### src/rtl/cmd_exec_pkg.sv
// Shared types for the command executor: command/response packets, opcodes, status codes
// and FSM state encoding.
package cmd_exec_pkg;

  typedef enum logic [1:0] {
    OP_READ  = 2'b01,
    OP_WRITE = 2'b10
  } cmd_op_t;

  typedef enum logic [1:0] {
    ST_OK      = 2'd0,
    ST_BAD_OP  = 2'd1,
    ST_BUS_ERR = 2'd2,
    ST_TIMEOUT = 2'd3
  } rsp_status_t;

  typedef enum logic [1:0] {
    S_IDLE = 2'd0,
    S_EXEC = 2'd1,
    S_RESP = 2'd2
  } exec_state_t;

  // op is kept raw so that illegal encodings can be echoed back unchanged
  typedef struct packed {
    logic [1:0]  op;
    logic [7:0]  addr;
    logic [31:0] data;
  } cmd_packet_t;

  typedef struct packed {
    rsp_status_t status;
    logic [1:0]  op;
    logic [7:0]  addr;
    logic [31:0] data;
  } rsp_packet_t;

  function automatic logic op_is_bus(input logic [1:0] op);
    return (op == OP_READ) || (op == OP_WRITE);
  endfunction

endpackage

### src/rtl/cmd_exec_if.sv
// Bundle of the FIFO pop port, register bus and response port around cmd_exec.
// master = executor view, slave = environment view.
interface cmd_exec_if;
  import cmd_exec_pkg::*;

  logic        fifo_valid;
  cmd_packet_t fifo_rd_data;
  logic        fifo_rd_en;

  logic        reg_req;
  logic        reg_we;
  logic [7:0]  reg_addr;
  logic [31:0] reg_wdata;
  logic        reg_ack;
  logic        reg_err;
  logic [31:0] reg_rdata;

  logic        rsp_valid;
  logic        rsp_ready;
  rsp_packet_t rsp_data;

  logic        busy;

  modport master (
    input  fifo_valid, fifo_rd_data, reg_ack, reg_err, reg_rdata, rsp_ready,
    output fifo_rd_en, reg_req, reg_we, reg_addr, reg_wdata, rsp_valid, rsp_data, busy
  );

  modport slave (
    output fifo_valid, fifo_rd_data, reg_ack, reg_err, reg_rdata, rsp_ready,
    input  fifo_rd_en, reg_req, reg_we, reg_addr, reg_wdata, rsp_valid, rsp_data, busy
  );

endinterface

### src/rtl/cmd_exec.sv
// Command executor: pops one command, runs it on the register bus with a timeout,
// then holds one response until the consumer accepts it.
module cmd_exec
  import cmd_exec_pkg::*;
#(
  parameter  int TIMEOUT_CYCLES = 255,
  localparam int TO_W           = $clog2(TIMEOUT_CYCLES + 1)
) (
  input  logic          clk,
  input  logic          rst,
  cmd_exec_if.master    bus
);

  exec_state_t     state_q, state_d;
  cmd_packet_t     cmd_q, cmd_d;
  logic [TO_W-1:0] to_cnt_q, to_cnt_d;
  logic            reg_req_q, reg_req_d;
  logic            reg_we_q, reg_we_d;
  logic            rsp_valid_q, rsp_valid_d;
  rsp_packet_t     rsp_data_q, rsp_data_d;
  logic            pop;
  logic            timeout;

  // The FIFO head is presented combinationally, so the pop strobe is too.
  assign pop     = (state_q == S_IDLE) && bus.fifo_valid && !rst;
  assign timeout = (to_cnt_q == TO_W'(TIMEOUT_CYCLES - 1));

  always_ff @(posedge clk) begin
    if (rst) begin
      state_q     <= S_IDLE;
      cmd_q       <= '0;
      to_cnt_q    <= '0;
      reg_req_q   <= 1'b0;
      reg_we_q    <= 1'b0;
      rsp_valid_q <= 1'b0;
      rsp_data_q  <= '0;
    end else begin
      state_q     <= state_d;
      cmd_q       <= cmd_d;
      to_cnt_q    <= to_cnt_d;
      reg_req_q   <= reg_req_d;
      reg_we_q    <= reg_we_d;
      rsp_valid_q <= rsp_valid_d;
      rsp_data_q  <= rsp_data_d;
    end
  end

  always_comb begin
    state_d = state_q;
    case (state_q)
      S_IDLE:  if (pop) state_d = op_is_bus(bus.fifo_rd_data.op) ? S_EXEC : S_RESP;
      S_EXEC:  if (bus.reg_ack || timeout) state_d = S_RESP;
      S_RESP:  if (bus.rsp_ready) state_d = S_IDLE;
      default: state_d = S_IDLE;
    endcase
  end

  always_comb begin
    cmd_d       = cmd_q;
    to_cnt_d    = to_cnt_q;
    reg_req_d   = reg_req_q;
    reg_we_d    = reg_we_q;
    rsp_valid_d = rsp_valid_q;
    rsp_data_d  = rsp_data_q;
    case (state_q)
      S_IDLE: begin
        if (pop) begin
          cmd_d    = bus.fifo_rd_data;
          to_cnt_d = '0;
          if (op_is_bus(bus.fifo_rd_data.op)) begin
            reg_req_d = 1'b1;
            reg_we_d  = (bus.fifo_rd_data.op == OP_WRITE);
          end else begin
            rsp_valid_d        = 1'b1;
            rsp_data_d.status  = ST_BAD_OP;
            rsp_data_d.op      = bus.fifo_rd_data.op;
            rsp_data_d.addr    = bus.fifo_rd_data.addr;
            rsp_data_d.data    = '0;
          end
        end
      end
      S_EXEC: begin
        rsp_data_d.op   = cmd_q.op;
        rsp_data_d.addr = cmd_q.addr;
        // An ack landing on the last allowed cycle beats the timeout.
        if (bus.reg_ack) begin
          reg_req_d         = 1'b0;
          rsp_valid_d       = 1'b1;
          rsp_data_d.status = bus.reg_err ? ST_BUS_ERR : ST_OK;
          rsp_data_d.data   = (!bus.reg_err && cmd_q.op == OP_READ) ? bus.reg_rdata : '0;
        end else if (timeout) begin
          reg_req_d         = 1'b0;
          rsp_valid_d       = 1'b1;
          rsp_data_d.status = ST_TIMEOUT;
          rsp_data_d.data   = '0;
        end else begin
          to_cnt_d = to_cnt_q + TO_W'(1);
        end
      end
      S_RESP: begin
        if (bus.rsp_ready) rsp_valid_d = 1'b0;
      end
      default: ;
    endcase
  end

  assign bus.fifo_rd_en = pop;
  assign bus.reg_req    = reg_req_q;
  assign bus.reg_we     = reg_we_q;
  assign bus.reg_addr   = cmd_q.addr;
  assign bus.reg_wdata  = cmd_q.data;
  assign bus.rsp_valid  = rsp_valid_q;
  assign bus.rsp_data   = rsp_data_q;
  assign bus.busy       = (state_q != S_IDLE);

endmodule

### src/flat_wrapper.sv
// flat-port wrapper written by rule: the top's interface ports become plain ports
module cmd_exec_flat import cmd_exec_pkg::*;
#(
  parameter  int TIMEOUT_CYCLES = 255,
  localparam int TO_W           = $clog2(TIMEOUT_CYCLES + 1)
)
  (clk, rst, bus_fifo_valid, bus_fifo_rd_data, bus_reg_ack, bus_reg_err, bus_reg_rdata, bus_rsp_ready, bus_fifo_rd_en, bus_reg_req, bus_reg_we, bus_reg_addr, bus_reg_wdata, bus_rsp_valid, bus_rsp_data, bus_busy);
  cmd_exec_if bus_i ();
  input  logic clk;
  input  logic rst;
  input wire logic [$bits(bus_i.fifo_valid)-1:0] bus_fifo_valid;
  input wire logic [$bits(bus_i.fifo_rd_data)-1:0] bus_fifo_rd_data;
  input wire logic [$bits(bus_i.reg_ack)-1:0] bus_reg_ack;
  input wire logic [$bits(bus_i.reg_err)-1:0] bus_reg_err;
  input wire logic [$bits(bus_i.reg_rdata)-1:0] bus_reg_rdata;
  input wire logic [$bits(bus_i.rsp_ready)-1:0] bus_rsp_ready;
  output wire logic [$bits(bus_i.fifo_rd_en)-1:0] bus_fifo_rd_en;
  output wire logic [$bits(bus_i.reg_req)-1:0] bus_reg_req;
  output wire logic [$bits(bus_i.reg_we)-1:0] bus_reg_we;
  output wire logic [$bits(bus_i.reg_addr)-1:0] bus_reg_addr;
  output wire logic [$bits(bus_i.reg_wdata)-1:0] bus_reg_wdata;
  output wire logic [$bits(bus_i.rsp_valid)-1:0] bus_rsp_valid;
  output wire logic [$bits(bus_i.rsp_data)-1:0] bus_rsp_data;
  output wire logic [$bits(bus_i.busy)-1:0] bus_busy;
  assign bus_i.fifo_valid = bus_fifo_valid;
  assign bus_i.fifo_rd_data = bus_fifo_rd_data;
  assign bus_i.reg_ack = bus_reg_ack;
  assign bus_i.reg_err = bus_reg_err;
  assign bus_i.reg_rdata = bus_reg_rdata;
  assign bus_i.rsp_ready = bus_rsp_ready;
  assign bus_fifo_rd_en = bus_i.fifo_rd_en;
  assign bus_reg_req = bus_i.reg_req;
  assign bus_reg_we = bus_i.reg_we;
  assign bus_reg_addr = bus_i.reg_addr;
  assign bus_reg_wdata = bus_i.reg_wdata;
  assign bus_rsp_valid = bus_i.rsp_valid;
  assign bus_rsp_data = bus_i.rsp_data;
  assign bus_busy = bus_i.busy;
  cmd_exec #(.TIMEOUT_CYCLES(TIMEOUT_CYCLES)) u_core (.clk(clk), .rst(rst), .bus(bus_i));
endmodule
### config.mk
export PLATFORM = sky130hd
export DESIGN_NAME = cmd_exec_flat
export DESIGN_NICKNAME = d
export VERILOG_FILES = /design/src/rtl/cmd_exec_pkg.sv /design/src/rtl/cmd_exec_if.sv /design/src/rtl/cmd_exec.sv /design/src/flat_wrapper.sv
export SDC_FILE = /design/constraint.sdc
export NUM_CORES = 1
export LEC_CHECK = 0
export CAP_MARGIN = 20
export CELL_PAD_IN_SITES_DETAIL_PLACEMENT = 0
export CELL_PAD_IN_SITES_GLOBAL_PLACEMENT = 2
export CORE_ASPECT_RATIO = 0.7
export CORE_MARGIN = 8
export CORE_UTILIZATION = 24
export CTS_CLUSTER_SIZE = 30
export DETAILED_ROUTE_END_ITERATION = 16
export GPL_ROUTABILITY_DRIVEN = 1
export GPL_TIMING_DRIVEN = 0
export PLACE_DENSITY = 0.9
export SLEW_MARGIN = 20
export SYNTH_ARGS = -nofsm -noshare
export SYNTH_HDL_FRONTEND = slang
export SYNTH_SLANG_ARGS = --single-unit
### constraint.sdc
create_clock -name clk -period 1.8 [get_ports clk]
set_input_delay 0.36 -clock clk [delete_from_list [all_inputs] [get_ports clk]]
set_output_delay 0.36 -clock clk [all_outputs]
set_load 0.01 [all_outputs]
==> impl_results.md <==
- Post-DR wirelength/cell: 15.4 um
- Syn nets: 529
- Maximum root-to-sink buffer count: 2
- Tot GR Track Use: 12.0%
- Mapped Area: 4080 sq um
- Leak: 2.47 nW
- Rows: 40
- Worst Max-Slew Pin Slew: 428 ps
- Initial Util: 24.2%
- Vias in the first global route: 3909
- Relative slew margins: 71.4%
- Diodes inserted: 0
- Most frequent cells after synthesis: dfxtp_1 (99), nand2_1 (66), nand2b_1 (47), buf_4 (40), o21ai_0 (36)
- YS warnings: 0
- Outcome: finished, violations left
- Final design utilization: 38.7%
- First-pass iteration count of the detailed router: 6
- Post-DP HPWL: 9.94 mm
- Setup crit end kind: output pin
- DIE HEIGHT: 125 um
- Final setup viols: 1
- Final instance area: 6530 sq um
- Pwr Density: 847 nW/um^2
- Inst Count DP: 845
- Largest net degree at the start of global routing: 18
- Gr ovfl total: 0
- Root buf cell: clkbuf_16
- CTS tree: built
- Crit Path Class: flip-flop to output pin
- Setup TNS: -32.8 ps
- EDFF count, synth: 0
- Top cell type's share of synthesized area: 48.6%
- Port Buf Inserts: 168
- Crit share post-route: 102%
- Clock Skew: 10.7 ps
- RSZ-0062 raised after global routing: yes
- Die width: 172 um
- Die area: 21500 sq um
- Setup crit start kind: flip-flop
- Worst EP required: 1440 ps
- I/O pin count: 169
- Post-route insts no fill: 869
- Total length of routed wires: 13.4 mm
- Hold Crit Depth: 3
- Via Count: 3758
- Share of layout cells above drive strength 1: 16.9%
- Register area share after synthesis: 48.6%
- Vias/cell: 4.32
- Critical-path maximum fanout: 6
- Drt drc: 0
- Failing checks: negative setup slack
- Gp weighted congestion: 0.786
- Post-synth top area cell: dfxtp_1
- Worst setup margin: -32.8 ps
- Core area: 16900 sq um
- Top post-synthesis cells by area: dfxtp_1 (49%), buf_4 (7.4%), nand2b_1 (7.2%), a22o_1 (6.9%), nand2_1 (6.1%)
- Nets: 716
- Fillers: 1677
- Seq. cell area: 1990 sq um
- Tmin final: 1830 ps
- FF-to-FF path depth: 7
- Hold Path Class: input pin to flip-flop
- Worst IR drop on VDD: 0.449 mV
- Post-Place Worst Slack: -1140 ps
- Number of routed nets with antenna violations: 0
- Flops & latches, synth: 99
- Worst-Skew Late Latency: 350 ps
- Final hold vios: 0
- Placement Cell Area: 6050 sq um
- Multi-input logic area: 1660 sq um
- Syn Inst Count: 446
- Cts bufs inserted: 9
- H-tree Lvls: 3
- Initial antenna violation count: 0
- Clk sinks: 99
- Worst hold slack: 438 ps
- Layout area overhead: 60.2%
- CP arrival: 1470 ps
- Hold buffers post-CTS: 0
- Synth cell types: 39
- Clock transition at path regs: 70 ps
- Number of max-cap violations: 0
- Commonest register cell after synthesis: dfxtp_1
- Total power: 5.53 mW
- Mean Syn Cell Area: 9.14 sq um
- First-pass GRT wire length: 20.7 mm
- Final slew viol count: 0
- Count leader, synth: dfxtp_1
- Fmax: 546 MHz
- Post-synth ARST share: 0%
- Iteration-0 DRC Markers: 205
registers in the layout (all words and copies together) (netlist names):
register              count
u_core.bus.reg_req        1
u_core.bus.rsp_data      44
u_core.cmd_q              2
u_core.state_q            2
u_core.bus.reg_we         1
u_core.bus.reg_wdata     32
u_core.bus.reg_addr       8
u_core.to_cnt_q           8
u_core.bus.rsp_valid      1
path summary, 6_finish.rpt:
kind,startpoint,to,slack (ps)
max,u_core.state_q[0]$_SDFFE_PP0P_,bus_fifo_rd_en,-30
min,bus_fifo_rd_data[40],u_core.cmd_q[40]$_SDFFE_PP0P_,440
max reg2reg,u_core.to_cnt_q[0]$_SDFFE_PP0P_,u_core.bus.rsp_data[5]$_SDFFE_PP0P_,90
min reg2reg,u_core.bus.reg_wdata[10]$_SDFFE_PP0P_,u_core.bus.reg_wdata[10]$_SDFFE_PP0P_,470
logic make-up after synthesis:
group / count (synthesis) / synth area share, %
AND/OR/NAND/NOR: 152 / 19.0
AO/OA/AOI/OAI: 113 / 18.5
flip-flops: 99 / 48.6
buffers and inverters: 76 / 12.1
multiplexers: 3 / 0.768
adder cells (fa/ha/maj): 3 / 0.921
metal layers:
layer | global-route usage (%) | up-vias | share of wire (%)
met5 | 0 | - | 0
met4 | 2.58 | 0 | 0.61
met3 | 5.38 | 7 | 9.6
met2 | 19.1 | 126 | 44
met1 | 14.8 | 1759 | 46
li1 | - | 1866 | -
layout by cell type, fill, tap and decap left out, drive strengths merged, types with 3 or more instances in the layout:
| master | instances |
|---|---|
| o21ai | 46 |
| clkdlybuf4s50 | 161 |
| ha | 3 |
| clkbuf | 23 |
| nand2 | 66 |
| a22o | 32 |
| nand2b | 47 |
| or3 | 3 |
| a211oi | 4 |
| nand3 | 9 |
| a21oi | 15 |
| inv | 8 |
| dfxtp | 99 |
| dlygate4sd2 | 4 |
| a311oi | 9 |
| buf | 68 |
| nor2 | 11 |
power by group:
group / switching [mW] / internal (mW) / leakage (nW)
clock network: 0.881 / 1.10 / 0.145
registers: 0.0821 / 2.33 / 0.810
logic: 0.478 / 0.663 / 1.52
total: 1.44 / 4.09 / 2.47
critical path: stages, from the launching register on:
cell and delay [ps]:
dfxtp_4 340, or4b_4 580, inv_8 100, buf_6 100
area by class of cell:
type                    instances  share of cell area (%)
clock buffers                  10                    3.51
repair buffers                179                    27.1
multi-input cells             271                    25.5
inverters                       5                   0.403
clock inverters                 6                    1.09
well taps                     231                    4.43
plain buffers                  68                    7.51
flip-flops and latches         99                    30.5
what timing repair did:
action,CTS,global route
resized for setup,35,24
gates cloned,0,1
pin swaps,2,5
buffers inserted,7,3
endpoints found under the hold margin,0,0
endpoints found under the setup margin,97,57
Power figures use the tool's default switching activity.
